--- src/rtl/prog_seq_pkg.sv ---
// Shared types and defaults for the program-run sequencer.
package prog_seq_pkg;

   localparam int unsigned DEF_PC_W  = 10;
   localparam int unsigned DEF_CNT_W = 16;

   typedef enum logic [2:0] {
      StIdle,
      StCoreRst,
      StReq,
      StRun,
      StLog,
      StFinish,
      StFault
   } seq_state_e;

endpackage

--- src/rtl/run_watchdog.sv ---
// RUN-cycle counter with synchronous clear and enable, plus a terminal-count flag.
module run_watchdog #(
   parameter int unsigned CNT_W   = 16,
   parameter int unsigned TIMEOUT = 50000
) (
   input  logic             clk,
   input  logic             reset,
   input  logic             clear,
   input  logic             enable,
   output logic [CNT_W-1:0] count_inc,
   output logic             timeout
);

   logic [CNT_W-1:0] count;

   always_ff @(posedge clk or negedge reset) begin
      if (!reset) begin
         count <= '0;
      end else if (clear) begin
         count <= '0;
      end else if (enable) begin
         count <= count_inc;
      end
   end

   // count holds the RUN cycles already completed, so count_inc is the current cycle number.
   assign count_inc = count + CNT_W'(1);
   assign timeout   = (count_inc == CNT_W'(TIMEOUT));

endmodule

--- src/rtl/prog_run_sequencer.sv ---
// Steps the core through NUM_PROGS programs: reset, load PC, pulse req, time the run, log.
module prog_run_sequencer
   import prog_seq_pkg::*;
#(
   parameter int unsigned NUM_PROGS = 3,
   parameter int unsigned PC_W      = DEF_PC_W,
   parameter int unsigned CNT_W     = DEF_CNT_W,
   parameter int unsigned TIMEOUT   = 50000,
   parameter int unsigned RST_CYC   = 2
) (
   input  logic                      clk,
   input  logic                      reset,
   input  logic                      go,
   input  logic                      abort,
   input  logic [NUM_PROGS*PC_W-1:0] start_pcs,
   input  logic                      core_done,
   output logic                      core_rst,
   output logic                      core_req,
   output logic [PC_W-1:0]           core_pc,
   output logic                      busy,
   output logic                      all_done,
   output logic                      fault,
   output logic                      res_valid,
   output logic [2:0]                res_idx,
   output logic [CNT_W-1:0]          res_cycles
);

   localparam int unsigned      RCW      = (RST_CYC > 1) ? $clog2(RST_CYC) : 1;
   localparam logic [RCW-1:0]   RST_LAST = RCW'(RST_CYC - 1);
   localparam logic [2:0]       LAST_IDX = 3'(NUM_PROGS - 1);

   seq_state_e       state;
   logic [2:0]       idx;
   logic [RCW-1:0]   rst_cnt;
   logic [2:0]       pc_sel;
   logic [PC_W-1:0]  next_pc;
   logic [CNT_W-1:0] cyc_now;
   logic             timeout;

   run_watchdog #(
      .CNT_W   (CNT_W),
      .TIMEOUT (TIMEOUT)
   ) u_watchdog (
      .clk       (clk),
      .reset     (reset),
      .clear     (state == StReq),
      .enable    (state == StRun),
      .count_inc (cyc_now),
      .timeout   (timeout)
   );

   // PC for the program about to enter CORE_RST: the next one from LOG, else program 0.
   assign pc_sel  = (state == StLog) ? idx + 3'd1 : 3'd0;
   assign next_pc = start_pcs[32'(pc_sel) * PC_W +: PC_W];

   always_ff @(posedge clk or negedge reset) begin
      if (!reset) begin
         state      <= StIdle;
         idx        <= '0;
         rst_cnt    <= '0;
         core_rst   <= 1'b1;
         core_req   <= 1'b0;
         core_pc    <= '0;
         busy       <= 1'b0;
         all_done   <= 1'b0;
         fault      <= 1'b0;
         res_valid  <= 1'b0;
         res_idx    <= '0;
         res_cycles <= '0;
      end else begin
         core_req  <= 1'b0;
         res_valid <= 1'b0;
         if (abort) begin
            state    <= StIdle;
            core_rst <= 1'b1;
            busy     <= 1'b0;
            all_done <= 1'b0;
            fault    <= 1'b0;
         end else begin
            unique case (state)
               StIdle, StFinish: begin
                  if (go) begin
                     state    <= StCoreRst;
                     idx      <= '0;
                     rst_cnt  <= '0;
                     core_pc  <= next_pc;
                     core_rst <= 1'b1;
                     busy     <= 1'b1;
                     all_done <= 1'b0;
                  end
               end
               StCoreRst: begin
                  if (rst_cnt == RST_LAST) begin
                     state    <= StReq;
                     core_rst <= 1'b0;
                     core_req <= 1'b1;
                  end else begin
                     rst_cnt <= rst_cnt + RCW'(1);
                  end
               end
               StReq: begin
                  state <= StRun;
               end
               StRun: begin
                  // Done outranks a same-cycle timeout.
                  if (core_done) begin
                     state      <= StLog;
                     res_valid  <= 1'b1;
                     res_idx    <= idx;
                     res_cycles <= cyc_now;
                  end else if (timeout) begin
                     state    <= StFault;
                     fault    <= 1'b1;
                     core_rst <= 1'b1;
                     busy     <= 1'b0;
                  end
               end
               StLog: begin
                  if (idx == LAST_IDX) begin
                     state    <= StFinish;
                     all_done <= 1'b1;
                     core_rst <= 1'b1;
                     busy     <= 1'b0;
                  end else begin
                     state    <= StCoreRst;
                     idx      <= idx + 3'd1;
                     rst_cnt  <= '0;
                     core_pc  <= next_pc;
                     core_rst <= 1'b1;
                  end
               end
               StFault: begin
               end
               default: begin
                  state <= StIdle;
               end
            endcase
         end
      end
   end

endmodule

--- config.mk ---
export PLATFORM = sky130hd
export DESIGN_NAME = prog_run_sequencer
export DESIGN_NICKNAME = d
export VERILOG_FILES = /design/src/rtl/prog_seq_pkg.sv /design/src/rtl/run_watchdog.sv /design/src/rtl/prog_run_sequencer.sv
export SDC_FILE = /design/constraint.sdc
export NUM_CORES = 1
export LEC_CHECK = 0
export BUFFER_PORTS_ARGS = -buffer_cell sky130_fd_sc_hd__buf_2
export CORE_MARGIN = 2
export CORE_UTILIZATION = 55
export CTS_BUF_LIST = sky130_fd_sc_hd__clkbuf_8 sky130_fd_sc_hd__clkbuf_16
export DETAILED_ROUTE_END_ITERATION = 8
export MAX_ROUTING_LAYER = met4
export PLACE_DENSITY = 0.8
export SLEW_MARGIN = 40
export SYNTH_ARGS = -nofsm -noshare
export SYNTH_HDL_FRONTEND = slang
export SYNTH_SLANG_ARGS = --single-unit
--- constraint.sdc ---
create_clock -name clk -period 2.85 [get_ports clk]
set_input_delay 0.57 -clock clk [delete_from_list [all_inputs] [get_ports clk]]
set_output_delay 0.57 -clock clk [all_outputs]
set_load 0.02 [all_outputs]
Word-level counts from Yosys, hierarchy flattened
Index checks and enable logic that the tools add are counted.
Storage, ports and cells
  bits in registers: 58
  bits of input ports: 35
Cells by class
  add/subtract/negate cells: 3
  $mul: 1
  equal/unequal tests: 18
  shift-type cells: 1
  multiplexer cells: 42
  bitwise logic cells: 1
  reductions and logical operators: 18
Operators by type and width (count)
  16-bit two-way mux: 2
  30-bit by 8-bit variable part select with 10-bit output: 1
  3-bit two-way mux: 9
  1-bit two-way mux: 22
  10-bit two-way mux: 2
  10-bit one-hot mux with 2 select lines: 1
  3-bit one-hot mux with 6 select lines: 1
  16-bit by 1-bit adder with 16-bit output (second input constant): 1
  16-bit equality test (second input constant): 1
  3-bit != test (second input constant): 4
  4-bit AND reduction: 3
  5-bit AND reduction: 2
  3-bit by 2-bit equality test with 1-bit output (second input constant): 3
  3-bit equality test (second input constant): 3
  3-bit AND reduction: 3
  2-bit != test (second input constant): 4
  2-bit nonzero test: 4
  3-bit by 3-bit multiplier with 6-bit output (second input constant): 1
  1-bit one-hot mux with 3 select lines: 2
  3-bit one-hot mux with 2 select lines: 1
  3-bit nonzero test: 2
  5-bit nonzero test: 1
  4-bit != test (second input constant): 1
  1-bit one-hot mux with 4 select lines: 1
  9 further kinds: 9

Depth between registers and ports, before layout
  depth after elaboration: 6
  gate-level depth with buffers: 7

Modules after synthesis
A second synthesis with hierarchy kept.
Second synthesis, totals
  cell total of the unflattened synthesis: 331
  area total of the unflattened synthesis: 3270.6 um^2
By module, submodules not included
  prog_run_sequencer: instances 1, cells an instance 194, area each 2092.0 um^2
  run_watchdog: instances 1, cells an instance 137, area each 1178.6 um^2

Worst setup path after synthesis
OpenSTA, ideal clock, no wires.
  kind: register to register
  from: register u_watchdog.count[0]
  to: register busy
  setup time: 0.129 ns
  data arrival time: 2.066 ns
  data required time: 2.721 ns
  setup slack: 0.655 ns
  stages on the path, launching flop included: 8
  buffers on the path: 1
  clock period less this slack: 2.195 ns
  path through: dfrtp_1 -> ha_1 -> and3_1 -> clkbuf_1 -> or4_1 -> o311ai_2 -> nand4_4 -> o41a_1
On the way
  cells in the longest elaborated chain, start to end: 4
Ends and longest elaborated chain
  from (decl): line run_watchdog.sv:14  | logic [CNT_W-1:0] count;
  from (signal assigned): line run_watchdog.sv:22  | count <= count_inc;
  16-bit by 1-bit adder with 16-bit output: line run_watchdog.sv:27  | assign count_inc = count + CNT_W'(1);
  16-bit equality test: line run_watchdog.sv:28  | assign timeout = (count_inc == CNT_W'(TIMEOUT));
  3-bit != test (no line)
  5-bit AND reduction (no line)
  to (signal assigned): line prog_run_sequencer.sv:64  | busy <= 1'b0;
  to (signal assigned): line prog_run_sequencer.sv:76  | busy <= 1'b0;
  to (signal assigned): line prog_run_sequencer.sv:88  | busy <= 1'b1;
  to (decl): line prog_run_sequencer.sv:20  | output logic busy,
Every way passes these cells.
A chain may end at the register's enable or synchronous reset.

Worst setup path in the final report
  from: register idx[0]
  to: register core_pc[9]
On the way
  cells in the longest elaborated chain, start to end: 6
  elaborated cells between the ends (all ways): 10
  those cells by class: 1 x add/sub; 1 x mul; 2 x eq/ne; 1 x shift; 4 x mux; 1 x reduce/logical
Ends and longest elaborated chain
  from (decl): line prog_run_sequencer.sv:33  | logic [2:0] idx;
  from (signal assigned): line prog_run_sequencer.sv:126  | idx <= idx + 3'd1;
  3-bit by 1-bit adder with 3-bit output: line prog_run_sequencer.sv:53  | assign pc_sel = (state == StLog) ? idx + 3'd1 : 3'd0;
  3-bit two-way mux: line prog_run_sequencer.sv:53
  3-bit by 3-bit multiplier with 6-bit output: line prog_run_sequencer.sv:54  | assign next_pc = start_pcs[32'(pc_sel) * PC_W +: PC_W];
  30-bit by 8-bit variable part select with 10-bit output: line prog_run_sequencer.sv:54
  10-bit two-way mux, on equally long branches: line prog_run_sequencer.sv:119, prog_run_sequencer.sv:82
  10-bit one-hot mux with 2 select lines: line prog_run_sequencer.sv:80  | unique case (state)
  to (signal assigned): line prog_run_sequencer.sv:86  | core_pc <= next_pc;
  to (signal assigned): line prog_run_sequencer.sv:128  | core_pc <= next_pc;
  to (decl): line prog_run_sequencer.sv:19  | output logic [PC_W-1:0] core_pc,
Several ways; a longest one is shown, not always the timed one. The select of a mux whose other input is x is not followed.

==> summary.txt <==
Synthesis
  • Mapped Nets: just over 400
  • EDFF count, synth: 0
  • Synth top area share: 0.433
  • Post-synthesis mux area share: 0.0133
  • Synth Register Bits: 58
  • Simple-Gate Fraction of Synth Area: 0.221
  • Mapped Cells: around 370
  • Synth async-reset ratio: 1.00
  • Xor-xnor portion of the synthesized cell area: 0.0425
  • Sequential area share after synthesis: 0.441
  • Yosys warns: 0
  • Synth top area cells: dfrtp_1 43%, o21ai_0 9.3%, nand2_1 7.5%
  • Post-synthesis cell type count: 62
  • Post-synthesis compound-gate area fraction: 0.223
  • Synth area leader: dfrtp_1
  • Most instantiated cells after synthesis: 66 x nand2_1, 61 x o21ai_0, 57 x dfrtp_1
  • Cell with the most instances after synthesis: nand2_1
  • Predominant post-synthesis flop cell: dfrtp_1
  • Syn Area/Cell: 8.86 sq um
  • Combinational family with the most area after synthesis: compound AO/OA/AOI/OAI gates
  • Post-Synthesis Cell Area: around 3300 sq um
  • Adder-Cell Fraction of Synth Area: 0.0114

Pwr
  • P per Cell Area: 740 nW/um^2
  • Leakage: between 1.5 and 2 nW
  • Peak supply drop: between 0.4 and 0.5 mV

Cells and area
  • Antenna cell count: 0
  • Fill count: about 450
  • Post-layout nets: 469
  • Layout Area Growth over Synthesis: 18.7%
  • Share of cells above drive strength 1: 0.252

GRT
  • Grt total ovfl: 0
  • Largest net degree at the start of global routing: 59
  • GR Util All Layers: 0.251
  • Global-route wire length before repair: roughly 12 mm
  • Initial antenna violation count: 0
  • Vias in the first global route: 2657

Clock network
  • CTS tree: built
  • Clk_lat worst skew: around 0.34 ns
  • Clk root buf: clkbuf_8
  • Post_cts resized: 0
  • Postcts setup bufs: 0
  • Clk pin slew, worst setup/hold paths: roughly 0.070 ns
  • Clock buffer count from CTS: 9
  • CTS Hold Bufs: 0
  • CTS Buffer Depth: 2
  • H-tree Lvls: 3
  • Sink Count: 58

Die
  • Die footprint: about 6600 sq um
  • Die Ht: ~81 microns
  • Die W: 81.4 microns
  • Rows: 28
  • Area of the core: between 5000 and 6000 sq um
  • Starting Density: 0.563
  • I/O Pins: 70

Detailed routing
  • Initial drt markers: roughly 240
  • Vias: ~3000
  • Via/cell ratio: 5.85
  • DR pass1 iterations: 6
  • Wire per inst: about 15 microns
  • Detailed Route WL: roughly 7.5 mm
  • DRC viols: 0
  • Final ANT Viol Nets: 0

Timing
  • Actual slew at the worst max-slew pin: 0.699 ns
  • Max-slew headroom: 0.531
  • Final Max Slew Viols: 0
  • Skew final: roughly 0.010 ns
  • Endpoints failing setup: 0
  • Min Clock Period, post-route: between 2 and 3 ns
  • Setup TNS: 0 ns
  • Fin Hold WS: between 0.15 and 0.2 ns
  • RSZ-0062 raised after global routing: no
  • Fmax: 0.391 GHz
  • Hold Vio Cnt, Final: 0
  • Period utilization: 0.898

Placed design
  • HPWL after DPL: around 5.2 mm
  • GPL Wtd Cong: around 0.86
  • Buffers on Ports: 69

Worst setup path
  • Req. time, crit path: between 3 and 4 ns
  • R2R Setup Slk: between 0.2 and 0.3 ns
  • R2r startpoint: idx[0]$_DFFE_PN0P_
  • Worst Setup Start Kind: register
  • FF-to-FF End: core_pc[9]$_DFFE_PN0P_
  • Critical path class: reg -> reg
  • Worst-path fanout max: 22
  • Crit path DAT: roughly 2.8 ns
  • Reg2Reg Depth: 5
  • Critical path endpoint category: register

Flow run
  • Number of max-cap violations: 0

Hold path
  • Worst min path class: in -> async

Status
  • Status: completed
## how the worst max path moves through the flow
stage / from / endpoint / slack [ns] / cells after the start
6_report: idx[0]$_DFFE_PN0P_ / core_pc[9]$_DFFE_PN0P_ / 0.29 / 5
5_1_grt: idx[0]$_DFFE_PN0P_ / core_pc[5]$_DFFE_PN0P_ / 0.08 / 5
4_1_cts: idx[0]$_DFFE_PN0P_ / core_pc[9]$_DFFE_PN0P_ / 0.33 / 5
3_5_place_dp: idx[0]$_DFFE_PN0P_ / core_pc[9]$_DFFE_PN0P_ / 0.36 / 5
3_3_place_gp: state[2]$_DFFE_PN0P_ / core_pc[7]$_DFFE_PN0P_ / 0.45 / 4
2_1_floorplan: u_watchdog.count[0]$_DFFE_PN0P_ / busy$_DFFE_PN0P_ / 0.65 / 7
## logic make-up after synthesis
logic type,after synthesis
compound gates,112
xor+xnor,16
fa+ha+maj,3
buf+inv,36
flops,58
mux,4
simple gates,143
## metrics by stage
stage,setup WS (ns),area (sq um),power [mW],util,std cells
after floorplan,0.655,3290,1.70,-,372
after global placement,0.452,3650,1.99,0.624,494
after detailed placement,0.364,3650,2.01,0.624,494
after CTS,0.328,3890,2.91,0.665,510
after global routing,0.0830,3910,3.05,0.669,511
final,0.290,3910,2.89,0.669,511
## sequential cells by signal, indices dropped and copies added, names as in the netlist
register and cells:
all_done 1, busy 1, core_pc 10, core_req 1
core_rst 1, fault 1, idx 3, res_cycles 16
res_idx 3, res_valid 1, rst_cnt 1, state 3
u_watchdog.count 16
## power breakdown
group	switching, mW	total (mW)	internal (mW)	leakage (nW)
Combinational	0.532	0.840	0.307	0.861
Clock	0.325	0.887	0.562	0.119
Sequential	0.148	1.17	1.02	0.768
Total	1.01	2.89	1.89	1.75
## layer usage
layer | wire, microns | GRT usage
met5 | 0 | -
met4 | 95 | 0.0729
met3 | 402 | 0.0589
met2 | 3520 | 0.379
met1 | 3470 | 0.337
## layout by cell type, fill, tap and decap left out, types with 3 or more instances in the layout
cell type / Yosys / routed
buf_2: 2 / 69
nand2_1: 66 / 66
o21ai_0: 61 / 60
dfrtp_1: 57 / 57
nor2_1: 22 / 22
xnor2_1: 12 / 12
clkbuf_8: 0 / 12
a222oi_1: 10 / 10
a21oi_1: 9 / 9
inv_1: 8 / 8
nand2b_1: 8 / 8
nand3_1: 7 / 7
nor2b_1: 6 / 6
o31ai_1: 6 / 6
buf_4: 2 / 6
nor3_1: 5 / 5
nor3b_1: 4 / 4
xor2_1: 4 / 4
nor4_1: 3 / 3
o211ai_1: 3 / 3
mux2_2: 3 / 3
ha_1: 3 / 3
## area by class of cell
class	count	area, sq um	area share
inverters	8	30.0	0.00768
clock inverters	4	72.6	0.0186
clock buffers	12	165	0.0422
well taps	75	93.8	0.0240
flip-flops and latches	58	1450	0.371
repair buffers	76	410	0.105
multi-input cells	278	1690	0.431
## critical path, cell delays in order (launching register included)
cell and delay (ns):
dfrtp_1 0.72, inv_1 0.21, ha_1 0.51, nor3_2 0.61, a222oi_1 0.20, o21ai_0 0.21
Power figures use the tool's default switching activity.
